<file path="src/rtl/muldiv_unit.sv">
// muldiv_unit: iterative radix-2 multiply/divide with HI/LO registers.
// Signed ops run on magnitudes; the sign is restored in FIX.
module muldiv_unit #(
    parameter int WIDTH = 32
) (
    input  logic             clock,
    input  logic             reset,
    input  logic             start,
    input  logic [1:0]       op,
    input  logic [WIDTH-1:0] a,
    input  logic [WIDTH-1:0] b,
    input  logic             hi_we,
    input  logic             lo_we,
    input  logic [WIDTH-1:0] wdata,
    output logic             busy,
    output logic             done,
    output logic             div_by_zero,
    output logic [WIDTH-1:0] hi,
    output logic [WIDTH-1:0] lo
);
    localparam int CNT_W = $clog2(WIDTH + 1);

    typedef enum logic [1:0] {IDLE, RUN, FIX, DONE} state_t;
    state_t state, next_state;

    logic [WIDTH:0]     acc;
    logic [WIDTH-1:0]   q, m;
    logic [CNT_W-1:0]   cnt;
    logic               div_r, neg_q, neg_r, dz;
    logic               idle_like, accept, is_signed, is_div, zero_div;
    logic [WIDTH-1:0]   a_abs, b_abs;
    logic [WIDTH:0]     add_sum, shifted, diff;
    logic [2*WIDTH-1:0] prod;

    assign idle_like   = state == IDLE || state == DONE;
    assign accept      = idle_like && start;
    assign is_signed   = ~op[0];
    assign is_div      = op[1];
    assign zero_div    = is_div && b == '0;
    assign a_abs       = (is_signed && a[WIDTH-1]) ? -a : a;
    assign b_abs       = (is_signed && b[WIDTH-1]) ? -b : b;
    // acc holds the running upper half (product) or partial remainder (divide)
    assign add_sum     = {1'b0, acc[WIDTH-1:0]} + {1'b0, q[0] ? m : '0};
    assign shifted     = {acc[WIDTH-1:0], q[WIDTH-1]};
    assign diff        = shifted - {1'b0, m};
    assign prod        = {acc[WIDTH-1:0], q};
    assign busy        = state == RUN || state == FIX;
    assign done        = state == DONE;
    assign div_by_zero = done && dz;

    always_comb begin
        next_state = state;
        case (state)
            IDLE, DONE: next_state = accept ? (zero_div ? DONE : RUN) : IDLE;
            RUN:        next_state = cnt == CNT_W'(WIDTH - 1) ? FIX : RUN;
            FIX:        next_state = DONE;
            default:    next_state = IDLE;
        endcase
    end

    always_ff @(posedge clock or negedge reset) begin
        if (!reset) begin
            state <= IDLE;
            hi    <= '0;
            lo    <= '0;
            acc   <= '0;
            q     <= '0;
            m     <= '0;
            cnt   <= '0;
            div_r <= 1'b0;
            neg_q <= 1'b0;
            neg_r <= 1'b0;
            dz    <= 1'b0;
        end else begin
            state <= next_state;
            if (idle_like && hi_we) hi <= wdata;
            if (idle_like && lo_we) lo <= wdata;
            if (accept) begin
                div_r <= is_div;
                m     <= is_div ? b_abs : a_abs;
                q     <= is_div ? a_abs : b_abs;
                acc   <= '0;
                cnt   <= '0;
                neg_q <= is_signed && (a[WIDTH-1] ^ b[WIDTH-1]);
                neg_r <= is_signed && a[WIDTH-1];
                dz    <= zero_div;
            end
            if (state == RUN) begin
                cnt <= cnt + 1'b1;
                acc <= div_r ? (diff[WIDTH] ? shifted : diff) : {1'b0, add_sum[WIDTH:1]};
                q   <= div_r ? {q[WIDTH-2:0], ~diff[WIDTH]} : {add_sum[0], q[WIDTH-1:1]};
            end
            if (state == FIX) begin
                if (div_r) begin
                    lo <= neg_q ? -q : q;
                    hi <= neg_r ? -acc[WIDTH-1:0] : acc[WIDTH-1:0];
                end else begin
                    {hi, lo} <= neg_q ? -prod : prod;
                end
            end
        end
    end
endmodule
</file>
<file path="config.mk">
export PLATFORM = sky130hd
export DESIGN_NAME = muldiv_unit
export DESIGN_NICKNAME = d
export VERILOG_FILES = /design/src/rtl/muldiv_unit.sv
export SDC_FILE = /design/constraint.sdc
export NUM_CORES = 1
export LEC_CHECK = 0
export ABC_AREA = 1
export CAP_MARGIN = 20
export CORE_MARGIN = 10
export CORE_UTILIZATION = 27
export CTS_CLUSTER_DIAMETER = 100
export DETAILED_ROUTE_END_ITERATION = 12
export PLACE_DENSITY = 0.45
export SLEW_MARGIN = 20
export SYNTH_ARGS = -nofsm -noshare
export SYNTH_HDL_FRONTEND = slang
export SYNTH_SLANG_ARGS = --single-unit
</file>
<file path="constraint.sdc">
create_clock -name clock -period 3.3 [get_ports clock]
set_clock_uncertainty 0.1 [all_clocks]
set_input_delay 0.495 -clock clock [delete_from_list [all_inputs] [get_ports clock]]
set_output_delay 0.495 -clock clock [all_outputs]
set_load 0.01 [all_outputs]
</file>
==> metrics <==
overall power=~24000 µW; ant diodes=0; drt drc=0; slew of the pin with the lowest slew margin=between 800 and 900 ps; Worst setup EP type=flip-flop; Clock Tree Buf Depth=2; first-pass GRT wire length=129000 µm; crit path cell chain=buf_4 -> buf_4 -> nand2_1 -> inv_1 -> ha_1 -> nand2_1 -> inv_1 -> nand2_1 -> nor3_1 -> buf_4 -> nand4_1 -> nand4_1 -> nand3_1 -> nand2_1 -> inv_1 -> nand2_1 -> nand2_1; # IOs=between 150 and 200; fraction of layout cells with a size suffix above 1=6.44%; Clk Latency, worst-skew pair=between 500 and 600 ps; post-route clock period utilization=between 90% and 100%; area share of the largest cell type after synthesis=23.7%; H-tree depth=4; row cnt=between 90 and 100; Sw Share=just under 60%; Tot GR Track Use=21.8%; Vias/cell=about 5; Crit Path Category=flip-flop to flip-flop; max-slew violation count=0; dominant synthesized flop cell=dfrtp_1; area delta synth->final=20.9%; Critical-path top delay cell=dfrtp_1; 1st-pass router iterations=7; top cells by area, synth=dfrtp_1 24%, nand2_1 21%, inv_1 9.3%; NetSw=roughly 14000 µW; critical-path maximum fanout=15; Initial Util=between 20% and 30%; Max-slew headroom=44.0%; Core Region=between 60000 and 70000 µm²; ANT nets after route=0; GPL Wtd Cong=roughly 0.95; max incr delay on CP=420 ps; post-route cell area=22000 µm²; hold buffers post-CTS=1; Max Freq=0.325 GHz; CTS Root Cell=clkbuf_16; Hold Slack=approximately 380 ps; final core utilization=~33%; maximum VDD drop=0.431 mV; Fin. Hold Viols=0; Final nets=3473; Die H=around 280 µm; cell family with most CP delay=simple AND/OR/NAND/NOR gates; post-synth cell types=55; area leader, netlist=dfrtp_1; clk sink count=roughly 170; post-cts sizing count=0; Final min period=around 3000 ps; Post-CTS Setup Bufs=0; sequential share of the synthesized area=a little under a quarter; Setup-failing EPs final=0; CP most frequent cell=nand2_1; Avg Synthesized Cell Area=5.85 µm²; cell internal pwr=between 10000 and 15000 µW; Num CTS Buffers=17; status=complete, no violations; RSZ-0062 raised after global routing=false; post-synthesis cell count=approximately 3.1k; WL/cell=20.6 µm; Leak Pwr=roughly 0.011 µW; Post-Syn Nets=around 3.3k; Buffers & Inverters on Critical Path=6; vias in the first global route=approximately 20k; FFs w/ async S/R, synth=between 90% and 100%; Commonest cells post-synth=1030 x nand2_1, 451 x inv_1, 282 x nand3_1; Clock Pin Slew Worst Setup and Hold Paths=approximately 80 ps; largest net degree at the start of global routing=just under 70; Post-DP HPWL=about 71000 µm; crit path launch type=flip-flop; Syn. warnings=0; CP required=roughly 3600 ps; PortBufs=169; Routed Wire Length=around 86000 µm; Die X=between 200 and 300 µm; most frequent cell after synthesis=nand2_1; Data arrival, critical path=about 3400 ps; total grt overflow=0; dpl cell area=around 21000 µm²; #FFs+latches synth=~170; initial antenna violation count=2; CTS tree=built; Max-Cap Viols=0; Post-Syn Area=roughly 18000 µm²; Post-synth EDFFs=0; PwrDens=about 1100 nW/µm²; worst hold path type=flip-flop to flip-flop; power share of the combinational group=around 73%; Clk pwr share=9.1%; sequential power share=17.8%; via count=roughly 21k; DIE AREA=78200 µm²; Setup TNS=0 ps; DRT iter0 DRCs=slightly above 2k
## final timing paths
path                            to  depth (start not counted)   from  slack (ps)
min reg2reg                     dz                          2     dz         380
max in group asynchronous    m[25]                          3  reset        1850
min                             dz                          2     dz         380
min in group asynchronous   lo[19]                          2  reset         430
max reg2reg                acc[18]                         17   q[0]         220
max                        acc[18]                         17   q[0]         220
## metrics by stage
step | cells | setup slack (ps)
final | 4182 | 221
after CTS | 4182 | 264
after floorplan | 3109 | 633
after global placement | 4149 | 98.9
after global routing | 4182 | 32.6
after detailed placement | 4149 | 98.8
## per-layer routing
layer / track usage, % / part of all wire [%] / vias up
li1: - / - / 10383
met1: 31.0 / 48 / 9906
met2: 33.8 / 44 / 619
met3: 3.05 / 5.7 / 60
met4: 5.74 / 2.2 / 0
met5: 0 / 0 / -
## final cells by class
cell class,count,area [µm²]
clock buffer,18,429
clock inverter,14,175
fill,7626,45000
inverter,461,1730
multi-input combinational,2371,11700
sequential,172,4310
tap,873,1090
timing repair buffer,273,2550
## power by group through the flow
| stage | clock, µW | combinational (µW) | sequential [µW] |
|---|---|---|---|
| floorplan | 0 | 11100 | 4100 |
| global placement | 0 | 17500 | 4320 |
| detailed placement | 0 | 17400 | 4300 |
| CTS | 2250 | 17500 | 4270 |
| global route | 2320 | 19600 | 4400 |
| finish | 2190 | 17600 | 4280 |
## cells in the final DEF (no fill, tap or decap), types with 4 or more instances in the layout
cell / synthesis / layout
a21oi_1: 177 / 177
a22oi_1: 13 / 13
a31oi_1: 10 / 10
and2_1: 5 / 5
buf_12: 2 / 6
buf_4: 3 / 97
clkbuf_16: 0 / 17
clkdlybuf4s50_1: 0 / 168
dfrtp_1: 172 / 170
ha_1: 72 / 70
inv_1: 451 / 450
inv_2: 7 / 8
inv_8: 0 / 5
nand2_1: 1030 / 1030
nand2_2: 27 / 27
nand2_4: 5 / 5
nand3_1: 282 / 282
nand3_2: 4 / 4
nand3b_1: 8 / 8
nand4_1: 43 / 43
nor2_1: 263 / 260
nor2_2: 9 / 11
nor3_1: 43 / 43
nor4_1: 4 / 4
o211ai_1: 50 / 50
o21ai_0: 177 / 177
o21bai_1: 30 / 30
o221ai_1: 26 / 26
or2_2: 6 / 6
xnor2_1: 23 / 23
xor2_1: 35 / 35
## cell families after synthesis
| logic type | count (synthesis) | synth area share [%] |
|---|---|---|
| AO/OA/AOI/OAI | 502 | 16.1 |
| AND/OR/NAND/NOR | 1737 | 40.2 |
| XOR/XNOR | 58 | 2.79 |
| adder cells (fa/ha/maj) | 74 | 5.17 |
| buffers and inverters | 566 | 12.1 |
| flip-flops | 172 | 23.7 |
## state kept, by name, summed over array words and instances, names as in the netlist
register and flops:
dz 1, lo 32, state 2, neg_q 1, hi 32, neg_r 1
q 32, cnt 6, acc 32, m 32, div_r 1
## tightest hold or removal path, delay by kind of cell, from the launching register on
family | cells | cell delay [ps]
flip-flops | 1 | 350
AND/OR/NAND/NOR | 2 | 110
No activity file was read; power rests on OpenSTA's default activity.
